## config.mk

```make
export PLATFORM = sky130hd
export DESIGN_NAME = nn_axil_cmd_master
export DESIGN_NICKNAME = d
export VERILOG_FILES = /design/src/rtl/nn_axil_pkg.sv /design/src/rtl/nn_sync_fifo.sv /design/src/rtl/nn_axil_cmd_master.sv
export SDC_FILE = /design/constraint.sdc
export NUM_CORES = 1
export LEC_CHECK = 0
export ABC_CLOCK_PERIOD_IN_PS = 9400
export BUFFER_PORTS_ARGS = -buffer_cell sky130_fd_sc_hd__buf_2
export CORE_ASPECT_RATIO = 1.25
export CORE_MARGIN = 10
export CORE_UTILIZATION = 30
export DETAILED_ROUTE_END_ITERATION = 16
export HOLD_SLACK_MARGIN = 0.06
export SLEW_MARGIN = 25
export SYNTH_ARGS = -nofsm -noshare
export SYNTH_HDL_FRONTEND = slang
export SYNTH_SLANG_ARGS = --single-unit
export TNS_END_PERCENT = 30
```

## constraint.sdc

```tcl
create_clock -name s_axi_aclk -period 9.4 [get_ports s_axi_aclk]
set_input_delay 0.47 -clock s_axi_aclk [delete_from_list [all_inputs] [get_ports s_axi_aclk]]
set_output_delay 0.47 -clock s_axi_aclk [all_outputs]
set_load 0.005 [all_outputs]
```

## src/rtl/nn_axil_pkg.sv

```systemverilog
// Shared definitions for the zyNet AXI4-Lite command master: opcodes, register map,
// response codes and sequencer states.
package nn_axil_pkg;

  typedef enum logic [1:0] {
    OP_WRITE     = 2'd0,
    OP_READ      = 2'd1,
    OP_READ_CMP  = 2'd2,
    OP_WAIT_INTR = 2'd3
  } cmd_op_e;

  typedef enum logic [2:0] {
    ST_IDLE,
    ST_WR,
    ST_WR_B,
    ST_RD_A,
    ST_RD_R,
    ST_WAIT_I,
    ST_RSP
  } mst_state_e;

  localparam logic [31:0] REG_WEIGHT     = 32'd0;
  localparam logic [31:0] REG_BIAS       = 32'd4;
  localparam logic [31:0] REG_RESULT     = 32'd8;
  localparam logic [31:0] REG_LAYER      = 32'd12;
  localparam logic [31:0] REG_NEURON     = 32'd16;
  localparam logic [31:0] REG_NEURON_OUT = 32'd20;
  localparam logic [31:0] REG_STATUS     = 32'd24;
  localparam logic [31:0] REG_SOFT_RESET = 32'd28;

  localparam logic [1:0] RESP_OKAY   = 2'b00;
  localparam logic [1:0] RESP_EXOKAY = 2'b01;
  localparam logic [1:0] RESP_SLVERR = 2'b10;
  localparam logic [1:0] RESP_DECERR = 2'b11;

  // Any response other than OKAY is reported as an error, EXOKAY included.
  function automatic logic resp_is_err(input logic [1:0] resp);
    return resp != RESP_OKAY;
  endfunction

endpackage

```

## src/rtl/nn_sync_fifo.sv

```systemverilog
// Single-clock first-word-fall-through FIFO; head entry is visible on rdata while !empty.
module nn_sync_fifo #(
  parameter int unsigned WIDTH = 8,
  parameter int unsigned DEPTH = 16
) (
  input  logic             clk,
  input  logic             rst_n,
  input  logic             push,
  input  logic [WIDTH-1:0] wdata,
  input  logic             pop,
  output logic [WIDTH-1:0] rdata,
  output logic             full,
  output logic             empty
);

  localparam int unsigned AW = $clog2(DEPTH);

  logic [WIDTH-1:0] mem [DEPTH];
  logic [AW:0]      wr_ptr_q;
  logic [AW:0]      rd_ptr_q;
  logic             do_push;
  logic             do_pop;

  // Extra pointer bit distinguishes full from empty when the indices coincide.
  assign empty   = wr_ptr_q == rd_ptr_q;
  assign full    = (wr_ptr_q[AW] != rd_ptr_q[AW]) && (wr_ptr_q[AW-1:0] == rd_ptr_q[AW-1:0]);
  assign do_pop  = pop & ~empty;
  assign do_push = push & (~full | do_pop);
  assign rdata   = mem[rd_ptr_q[AW-1:0]];

  always_ff @(posedge clk or negedge rst_n) begin
    if (!rst_n) begin
      wr_ptr_q <= '0;
      rd_ptr_q <= '0;
    end else begin
      if (do_push) wr_ptr_q <= wr_ptr_q + (AW+1)'(1);
      if (do_pop)  rd_ptr_q <= rd_ptr_q + (AW+1)'(1);
    end
  end

  always_ff @(posedge clk) begin
    if (do_push) mem[wr_ptr_q[AW-1:0]] <= wdata;
  end

endmodule

```

## src/rtl/nn_axil_cmd_master.sv

```systemverilog
// AXI4-Lite master sequencer for the zyNet control slave: executes queued write, read,
// compare-read and wait-for-interrupt commands and keeps match/mismatch counters.
module nn_axil_cmd_master
  import nn_axil_pkg::*;
#(
  parameter int unsigned ADDR_WIDTH     = 32,
  parameter int unsigned DATA_WIDTH     = 32,
  parameter int unsigned FIFO_DEPTH     = 16,
  parameter int unsigned CNT_WIDTH      = 16,
  parameter int unsigned TIMEOUT_CYCLES = 4096
) (
  input  logic                    s_axi_aclk,
  input  logic                    s_axi_aresetn,
  input  logic                    cmd_valid,
  output logic                    cmd_ready,
  input  logic [1:0]              cmd_op,
  input  logic [ADDR_WIDTH-1:0]   cmd_addr,
  input  logic [DATA_WIDTH-1:0]   cmd_data,
  output logic                    rsp_valid,
  input  logic                    rsp_ready,
  output logic [DATA_WIDTH-1:0]   rsp_data,
  output logic                    rsp_err,
  output logic [ADDR_WIDTH-1:0]   m_axi_awaddr,
  output logic [2:0]              m_axi_awprot,
  output logic                    m_axi_awvalid,
  input  logic                    m_axi_awready,
  output logic [DATA_WIDTH-1:0]   m_axi_wdata,
  output logic [DATA_WIDTH/8-1:0] m_axi_wstrb,
  output logic                    m_axi_wvalid,
  input  logic                    m_axi_wready,
  input  logic [1:0]              m_axi_bresp,
  input  logic                    m_axi_bvalid,
  output logic                    m_axi_bready,
  output logic [ADDR_WIDTH-1:0]   m_axi_araddr,
  output logic [2:0]              m_axi_arprot,
  output logic                    m_axi_arvalid,
  input  logic                    m_axi_arready,
  input  logic [DATA_WIDTH-1:0]   m_axi_rdata,
  input  logic [1:0]              m_axi_rresp,
  input  logic                    m_axi_rvalid,
  output logic                    m_axi_rready,
  input  logic                    intr_in,
  input  logic                    cnt_clr,
  output logic [CNT_WIDTH-1:0]    match_count,
  output logic [CNT_WIDTH-1:0]    mismatch_count,
  output logic                    timeout_err,
  output logic                    busy
);

  localparam int unsigned    FW      = 2 + ADDR_WIDTH + DATA_WIDTH;
  localparam int unsigned    WD_W    = $clog2(TIMEOUT_CYCLES + 1) + 1;
  localparam bit             WD_EN   = TIMEOUT_CYCLES != 0;
  localparam logic [WD_W-1:0] WD_LAST = WD_EN ? WD_W'(TIMEOUT_CYCLES - 1) : '0;

  mst_state_e              state_q, state_d;
  logic                    fifo_push, fifo_pop, fifo_full, fifo_empty;
  logic [FW-1:0]           fifo_wdata, fifo_rdata;
  cmd_op_e                 head_op;
  cmd_op_e                 op_q;
  logic [ADDR_WIDTH-1:0]   addr_q;
  logic [DATA_WIDTH-1:0]   data_q;
  logic [DATA_WIDTH-1:0]   rdata_q;
  logic                    err_q;
  logic                    aw_pend_q, w_pend_q;
  logic                    aw_hs, w_hs, b_hs, ar_hs, r_hs;
  logic [WD_W-1:0]         wd_cnt_q;
  logic                    wd_to_q, wd_active, wd_hit;
  logic                    intr_d_q, intr_seen_q, intr_rise, intr_consume;
  logic                    cmp_evt;
  logic [CNT_WIDTH-1:0]    match_q, mismatch_q;
  logic                    timeout_q;

  assign fifo_wdata = {cmd_op, cmd_addr, cmd_data};
  assign cmd_ready  = ~fifo_full;
  assign fifo_push  = cmd_valid & ~fifo_full;
  assign fifo_pop   = (state_q == ST_IDLE) & ~fifo_empty;
  assign head_op    = cmd_op_e'(fifo_rdata[FW-1 -: 2]);

  nn_sync_fifo #(
    .WIDTH (FW),
    .DEPTH (FIFO_DEPTH)
  ) u_cmd_fifo (
    .clk   (s_axi_aclk),
    .rst_n (s_axi_aresetn),
    .push  (fifo_push),
    .wdata (fifo_wdata),
    .pop   (fifo_pop),
    .rdata (fifo_rdata),
    .full  (fifo_full),
    .empty (fifo_empty)
  );

  assign aw_hs = m_axi_awvalid & m_axi_awready;
  assign w_hs  = m_axi_wvalid & m_axi_wready;
  assign b_hs  = m_axi_bvalid & m_axi_bready;
  assign ar_hs = m_axi_arvalid & m_axi_arready;
  assign r_hs  = m_axi_rvalid & m_axi_rready;

  assign wd_active = (state_q == ST_WR) || (state_q == ST_WR_B) || (state_q == ST_RD_A) ||
                     (state_q == ST_RD_R) || (state_q == ST_WAIT_I);
  assign wd_hit    = WD_EN && wd_active && !wd_to_q && (wd_cnt_q == WD_LAST);

  assign intr_rise    = intr_in & ~intr_d_q;
  assign intr_consume = (state_q == ST_WAIT_I) & intr_seen_q;
  assign cmp_evt      = (state_q == ST_RD_R) & r_hs & (op_q == OP_READ_CMP);

  always_ff @(posedge s_axi_aclk or negedge s_axi_aresetn) begin
    if (!s_axi_aresetn) state_q <= ST_IDLE;
    else                state_q <= state_d;
  end

  always_comb begin
    state_d = state_q;
    case (state_q)
      ST_IDLE: begin
        if (!fifo_empty) begin
          case (head_op)
            OP_WRITE:              state_d = ST_WR;
            OP_READ, OP_READ_CMP:  state_d = ST_RD_A;
            default:               state_d = ST_WAIT_I;
          endcase
        end
      end
      ST_WR: begin
        // Each channel finishes on its own handshake; leave once neither is outstanding.
        if ((!aw_pend_q || aw_hs) && (!w_pend_q || w_hs)) state_d = ST_WR_B;
      end
      ST_WR_B:   if (b_hs) state_d = ST_RSP;
      ST_RD_A:   if (ar_hs) state_d = ST_RD_R;
      ST_RD_R:   if (r_hs) state_d = ST_RSP;
      ST_WAIT_I: if (intr_seen_q || wd_hit) state_d = ST_RSP;
      ST_RSP:    if (rsp_ready) state_d = ST_IDLE;
      default:   state_d = ST_IDLE;
    endcase
  end

  always_comb begin
    m_axi_awvalid = (state_q == ST_WR) & aw_pend_q;
    m_axi_wvalid  = (state_q == ST_WR) & w_pend_q;
    m_axi_bready  = state_q == ST_WR_B;
    m_axi_arvalid = state_q == ST_RD_A;
    m_axi_rready  = state_q == ST_RD_R;
    rsp_valid     = state_q == ST_RSP;
    busy          = ~fifo_empty | (state_q != ST_IDLE);
  end

  assign m_axi_awaddr   = addr_q;
  assign m_axi_awprot   = '0;
  assign m_axi_wdata    = data_q;
  assign m_axi_wstrb    = '1;
  assign m_axi_araddr   = addr_q;
  assign m_axi_arprot   = '0;
  assign rsp_data       = rdata_q;
  assign rsp_err        = err_q;
  assign match_count    = match_q;
  assign mismatch_count = mismatch_q;
  assign timeout_err    = timeout_q;

  always_ff @(posedge s_axi_aclk or negedge s_axi_aresetn) begin
    if (!s_axi_aresetn) begin
      op_q      <= OP_WRITE;
      addr_q    <= '0;
      data_q    <= '0;
      rdata_q   <= '0;
      err_q     <= 1'b0;
      aw_pend_q <= 1'b0;
      w_pend_q  <= 1'b0;
    end else begin
      if (fifo_pop) begin
        op_q      <= head_op;
        addr_q    <= fifo_rdata[DATA_WIDTH +: ADDR_WIDTH];
        data_q    <= fifo_rdata[DATA_WIDTH-1:0];
        rdata_q   <= '0;
        err_q     <= 1'b0;
        aw_pend_q <= 1'b1;
        w_pend_q  <= 1'b1;
      end
      if (state_q == ST_WR) begin
        if (aw_hs) aw_pend_q <= 1'b0;
        if (w_hs)  w_pend_q  <= 1'b0;
      end
      if ((state_q == ST_WR_B) && b_hs) err_q <= resp_is_err(m_axi_bresp) | wd_to_q | wd_hit;
      if ((state_q == ST_RD_R) && r_hs) begin
        rdata_q <= m_axi_rdata;
        err_q   <= resp_is_err(m_axi_rresp) | wd_to_q | wd_hit;
      end
      if ((state_q == ST_WAIT_I) && !intr_seen_q && wd_hit) err_q <= 1'b1;
    end
  end

  // Watchdog restarts per command and freezes once it fires so the error stays attached.
  always_ff @(posedge s_axi_aclk or negedge s_axi_aresetn) begin
    if (!s_axi_aresetn) begin
      wd_cnt_q <= '0;
      wd_to_q  <= 1'b0;
    end else if (!wd_active) begin
      wd_cnt_q <= '0;
      wd_to_q  <= 1'b0;
    end else if (wd_hit) begin
      wd_to_q  <= 1'b1;
    end else if (!wd_to_q) begin
      wd_cnt_q <= wd_cnt_q + WD_W'(1);
    end
  end

  always_ff @(posedge s_axi_aclk or negedge s_axi_aresetn) begin
    if (!s_axi_aresetn) begin
      intr_d_q    <= 1'b0;
      intr_seen_q <= 1'b0;
    end else begin
      intr_d_q <= intr_in;
      if (intr_rise)         intr_seen_q <= 1'b1;
      else if (intr_consume) intr_seen_q <= 1'b0;
    end
  end

  always_ff @(posedge s_axi_aclk or negedge s_axi_aresetn) begin
    if (!s_axi_aresetn) begin
      match_q    <= '0;
      mismatch_q <= '0;
      timeout_q  <= 1'b0;
    end else if (cnt_clr) begin
      match_q    <= '0;
      mismatch_q <= '0;
      timeout_q  <= 1'b0;
    end else begin
      if (wd_hit) timeout_q <= 1'b1;
      if (cmp_evt) begin
        if (m_axi_rdata == data_q) begin
          if (match_q != '1) match_q <= match_q + CNT_WIDTH'(1);
        end else begin
          if (mismatch_q != '1) mismatch_q <= mismatch_q + CNT_WIDTH'(1);
        end
      end
    end
  end

endmodule

```

Word level (Yosys, flattened, before mapping). Memory sizes are Yosys's and may differ from the RTL's. Index checks and enable logic that the tools add are counted.

Add/sub/neg operators: 5. Equality and inequality tests: 27. Multiplexer cells: 39. Bitwise logic cells: 24. Reductions and logical operators: 37.

Operators with widths (count): $mux 16 (8); $mux 32 (2); $mux 14 (3); $add 16x1->16 const B (2); $eq 32x32->1 (1); $ne 16x16->1 const B (2); $mux 3 (7); $pmux 3 s7 (1); $reduce_bool 2->1 (9); $mux 1 (17); $and 1x1->1 (15); $add 14x1->14 const B (1); $eq 14x12->1 const B (1); $ne 2x1->1 const B (7); $add 5x1->5 const B (2); $eq 3x3->1 const B (3); $logic_and 1x1->1 (8); $ne 2x2->1 const B (4); $logic_or 1x1->1 (7); $reduce_and 7->1 (1); $eq 3x2->1 const B (2); $or 1x1->1 (6); $pmux 3 s2 (1); $reduce_and 3->1 (2); 14 further kinds (20).

Register bits: 164. Bits in writable memories: 1056. Input port bits: 113. Output and inout bits: 180. Memories kept: 1.

Memories: u_cmd_fifo.mem (words 16, width 66, read ports 1, clocked after memory_dff 0, wr ports 1, RTL line nn_sync_fifo.sv:18) `logic [WIDTH-1:0] mem [DEPTH];`.

Logic depth before layout (Yosys ltp).
Depth in word-level cells: 11. Mapped depth: 9. Mapped depth without buffers: 7.

By module. Synthesis repeated with hierarchy kept, for this count alone.

Cell total of the unflattened synthesis: 2335. Area, all modules: 47541.8 µm².

By module, submodules not included: nn_sync_fifo (times used 1, cells each 1681, area each 40072.2 µm², seq. area each 31960.7 µm²); nn_axil_cmd_master (times used 1, cells each 654, area each 7469.7 µm², seq. area each 3853.7 µm²).

Worst setup path after synthesis. OpenSTA, ideal clock, no wires.

Path type: register to register. From: register u_cmd_fifo.rd_ptr_q[1]. To: memory u_cmd_fifo.mem[3][0] in the netlist's numbering, enable pin. Library setup time: 0.571 ns. Data arrival time: 5.852 ns. Required time: 8.829 ns. Slack: 2.977 ns. Stages on the path, launching flop included: 9. Path buffers: 2. Clock period less this slack: 6.423 ns. Path through: dfrtp_1 > clkbuf_1 > xor2_1 > nor4_1 > nand2_1 > and2_1 > clkbuf_1 > nand2_1 > nor3_1.

Elaborated cells between the ends (all ways): 12. Those cells by class: eq/ne (2); mux (2); bitwise (7); reduce/logical (1).

RTL lines: start, declared (RTL line nn_sync_fifo.sv:20) `logic [AW:0] rd_ptr_q;`; start signal, assigned (RTL line nn_sync_fifo.sv:37) `if (do_pop) rd_ptr_q <= rd_ptr_q + (AW+1)'(1);`; $eq 4x4->1 * (RTL line nn_sync_fifo.sv:26) `assign full = (wr_ptr_q[AW] != rd_ptr_q[AW]) && (wr_ptr_q[AW-1:0] == rd_ptr_q[AW-1:0]);`; $logic_and 1x1->1 * (RTL line nn_sync_fifo.sv:26); $not 1->1 *; net cmd_ready (RTL line nn_axil_cmd_master.sv:15) `output logic cmd_ready,`; $and 1x1->1 or $or 1x1->1 (tied branches) (RTL line nn_axil_cmd_master.sv:75, nn_sync_fifo.sv:28); $and 1x1->1 * (RTL line nn_sync_fifo.sv:28) `assign do_push = push & (~full | do_pop);`; $mux 1 * (RTL line nn_sync_fifo.sv:42) `if (do_push) mem[wr_ptr_q[AW-1:0]] <= wdata;`; $mux 1 (implied by the code) * (RTL line nn_sync_fifo.sv:42); end, declared (RTL line nn_sync_fifo.sv:18).

Mark *: on every way through the listed nets, which the timed path passes. The rest lies on a longest branch.

Final worst setup path.
From: register u_cmd_fifo.rd_ptr_q[0]. To: register addr_q[12] (netlist: m_axi_araddr[12]).

Longest elaborated chain between the ends: 3. Elaborated cells between the ends (all ways): 4. Those cells by class: eq/ne (1); bitwise (2); memory (1).

Ends and longest elaborated chain: parallel branches: the longest is 3 deep, another holds $mem_v2 16x66; end signal, assigned (RTL line nn_axil_cmd_master.sv:171) `addr_q <= fifo_rdata[DATA_WIDTH +: ADDR_WIDTH];`; end, declared (RTL line nn_axil_cmd_master.sv:60) `logic [ADDR_WIDTH-1:0] addr_q;`.

Parallel ways; which one is timed is not known. A chain may end at the register's enable or synchronous reset.

==> metrics.md <==
| Metric | Value |
|---|---|
| CP Class | reg -> reg |
| Synth Warn # | 0 |
| EDFF count, synth | between 1000 and 1500 |
| Worst vdd ir | 0.0002308 V |
| Initial antenna violation count | 22 |
| Max Freq | approximately 210 MHz |
| Final HPWL DP | around 67 mm |
| Clock Sinks | 1220 |
| Slew Limit Fails | 0 |
| Final TNS setup | 0 ns |
| Multi-input gate area | between 0.01 and 0.015 mm^2 |
| RSZ-0062 raised after global routing | false |
| Hold_sp | cmd_addr[28] |
| WL met1 | between 50 and 60 mm |
| Final WL | roughly 120 mm |
| Clock Root Buffer | clkbuf_16 |
| # rows | roughly 160 |
| Hold Crit Class | in -> reg |
| Initial detailed-routing violation count | roughly 2100 |
| Grt ovf | 0 |
| Netlist Area Pre-Place | approximately 0.048 mm^2 |
| DR WL met2 | 54.58 mm |
| FF-to-FF Start | u_cmd_fifo.rd_ptr_q[0] |
| Period utilization | 0.4983 |
| Layout cell share with drive strength beyond 1 | 0.3489 |
| First-pass GRT wire length | ~170 mm |
| Placed Area | between 0.05 and 0.06 mm^2 |
| Port bufs | ~280 |
| Final #Nets | 2792 |
| Post-layout instance area | ~0.057 mm^2 |
| Finished Layout Cells | ~4800 |
| Vias in the first global route | 24661 |
| Critical path buffer and inverter count | 3 |
| Final Skew | 0.03634 ns |
| Leak | between 15 and 20 nW |
| Total track usage | 0.1340 |
| Area of the core | 0.1579 mm^2 |
| R2R depth | 6 |
| Most common cell after layout, fill and taps aside | edfxtp_1 |
| DRC | 0 |
| Hold Path Cell Cnt | 1 |
| Final setup viols | 0 |
| Detail Route Antenna Nets | 0 |
| Crit path max-delay family | buffers and inverters |
| CP Capture Type | register |
| CTS Hold Bufs | 94 |
| Sequential share of the synthesized area | 0.7521 |
| Synth-to-Final Area Change | 19.02% |
| Max Root-Sink Buffers | 3 |
| Worst r2r dst | m_axi_araddr[12] |
| Synth Register Bits | 1220 |
| Die Width | about 380 um |
| Main flop type after synthesis | edfxtp_1 |
| Die area | between 0.15 and 0.2 mm^2 |
| Power Total | about 17 mW |
| Clk pin slew, worst setup/hold paths | roughly 0.060 ns |
| Max-Slew Margin vs Limit | 0.3017 |
| Worst setup SP type | register |
| Fillers | 14540 |
| Top routing layer used | met5 |
| Drt wl/cell | approximately 25 um |
| Placed Cells | ~4500 |
| Most frequent cells in the layout | 1056 x edfxtp_1, 330 x mux4_2, 281 x buf_2, 160 x dfrtp_1, 135 x clkbuf_16 |
| Pin count of the biggest net entering global routing | 150 |
| WP data arrival | roughly 5.3 ns |
| Via-to-Cell Ratio | 4.901 |
| Via count | 23755 |
| Synth async-reset ratio | 0.1344 |
| Required time of the critical path | around 10 ns |
| Core Util, Final | 0.3590 |
| Cells along the critical path | buf_4 > buf_4 > buf_4 > mux4_2 > mux4_2 > mux2_2 |
| CP max stage cell | dfrtp_4 |
| H-tree level count | 4 |
| Ports | ~300 |
| Hold EP | u_cmd_fifo.mem[6][60] |
| CTS Buf Count | 134 |
| Avg Cell Area, Syn | 21.14 um^2 |
| Max cap viols | 0 |
| Actual slew at the worst max-slew pin | 1.047 ns |
| Mapped Cells | ~2300 |
| Critical path's most frequent cell | buf_4 |
| Fin. Hold Viols | 0 |
| CTS tree | yes |
| CP max FO | 46 |
| Register Area | approximately 0.036 mm^2 |
| PD cells | 291.6 mW/mm^2 |
| Die span in y | roughly 470 um |
| 1st-pass router iterations | 5 |
| Minimum clock period | between 4 and 5 ns |
| R2r setup slk | around 4.7 ns |
| Initial Util | 0.3017 |
| Status | complete, no violations |
| Post-synthesis cell type count | 58 |
| Met3 Routed Length | approximately 7.5 mm |
| Slowest stage delay, CP | about 0.91 ns |
| Latest clock arrival within the worst-skew pair | approximately 0.76 ns |
| Routability cong. | just under 0.8 |
| Resized cells post-CTS | 0 |
| Setup Fix Bufs, Post-CTS | 0 |
report_power, final:
group | total (mW) | internal (mW) | switching, mW
clock network | 5.07 | 2.91 | 2.16
registers | 7.18 | 6.62 | 0.560
logic | 4.28 | 2.16 | 2.12
metal layers:
layer	track usage	vias up
li1	-	10036
met1	0.1919	12767
met2	0.2060	761
met3	0.02937	171
met4	0.03432	20
met5	0	-
cells in the mapped netlist (4+ instances only):
library cell / n / area [um^2]
nor3_1: 11 / 55.05
a21oi_1: 20 / 100.1
nor3b_1: 4 / 30.03
o21ai_0: 53 / 265.3
nand2_1: 114 / 427.9
buf_1: 6 / 22.52
mux4_2: 330 / 7432
mux2i_1: 4 / 40.04
or4_1: 6 / 45.04
nor4_1: 13 / 81.33
ha_1: 9 / 112.6
or3_1: 12 / 75.07
nor4_2: 5 / 62.56
and4_1: 5 / 43.79
nor2b_1: 7 / 43.79
or2_2: 5 / 31.28
buf_2: 28 / 140.1
nand3_1: 15 / 75.07
and3_1: 9 / 56.30
o31ai_1: 4 / 30.03
and2_1: 4 / 25.02
xnor2_1: 10 / 87.58
nand2b_1: 4 / 25.02
mux2_2: 72 / 810.8
xor2_1: 48 / 420.4
inv_1: 16 / 60.06
clkbuf_1: 73 / 274.0
nor2_1: 53 / 198.9
nand4_1: 15 / 93.84
buf_4: 42 / 315.3
edfxtp_1: 1056 / 31710
dfrtp_1: 164 / 4104
flip-flops by register name (all words and copies together), names as in the netlist, 2 cells and up:
register             cells
u_cmd_fifo.wr_ptr_q      5
m_axi_wdata             32
m_axi_araddr            32
wd_cnt_q                14
u_cmd_fifo.mem        1056
mismatch_count          16
match_count             16
rsp_data                32
state_q                  3
op_q                     2
u_cmd_fifo.rd_ptr_q      5
cells by family after synthesis:
kind of cell               count (synthesis)  share of synthesized area
buffers and inverters                    168                    0.01776
AOI/OAI and AO/OA                        100                    0.01251
and+or+nand+nor                          289                    0.03048
DFF                                     1220                     0.7521
adders and majority gates                  9                   0.002365
other                                      2                  0.0001577
xor gates and xnor gates                  58                    0.01067
muxes                                    406                     0.1739
through the flow:
step                hold slack [ns]  setup WS [ns]
floorplan                    0.1744          2.977
global placement             0.4168          4.532
detailed placement           0.4437          4.533
CTS                         0.06201          4.512
global route                0.08771          4.206
finish                       0.1134          4.716
how the worst max path moves through the flow:
stage	start	endpoint	slack (ns)	cells after the start
floorplan	u_cmd_fifo.rd_ptr_q[1]	u_cmd_fifo.mem[3][0]	2.98	8
global placement	u_cmd_fifo.rd_ptr_q[0]	m_axi_araddr[8]	4.53	6
detailed placement	u_cmd_fifo.rd_ptr_q[0]	m_axi_araddr[12]	4.53	6
CTS	u_cmd_fifo.rd_ptr_q[0]	m_axi_araddr[12]	4.51	6
global route	u_cmd_fifo.rd_ptr_q[0]	m_axi_araddr[7]	4.21	6
finish	u_cmd_fifo.rd_ptr_q[0]	m_axi_araddr[12]	4.72	6
final cells by class:
cell class / count / area share
clock buffers: 184 / 0.06603
inverters: 16 / 0.001104
flip-flops and latches: 1220 / 0.6322
repair buffers: 426 / 0.04950
clock inverters: 62 / 0.009604
well taps: 2062 / 0.04552
diodes: 5 / 0.0002208
multi-input cells: 872 / 0.1958
(Power assumes the default switching activity.)
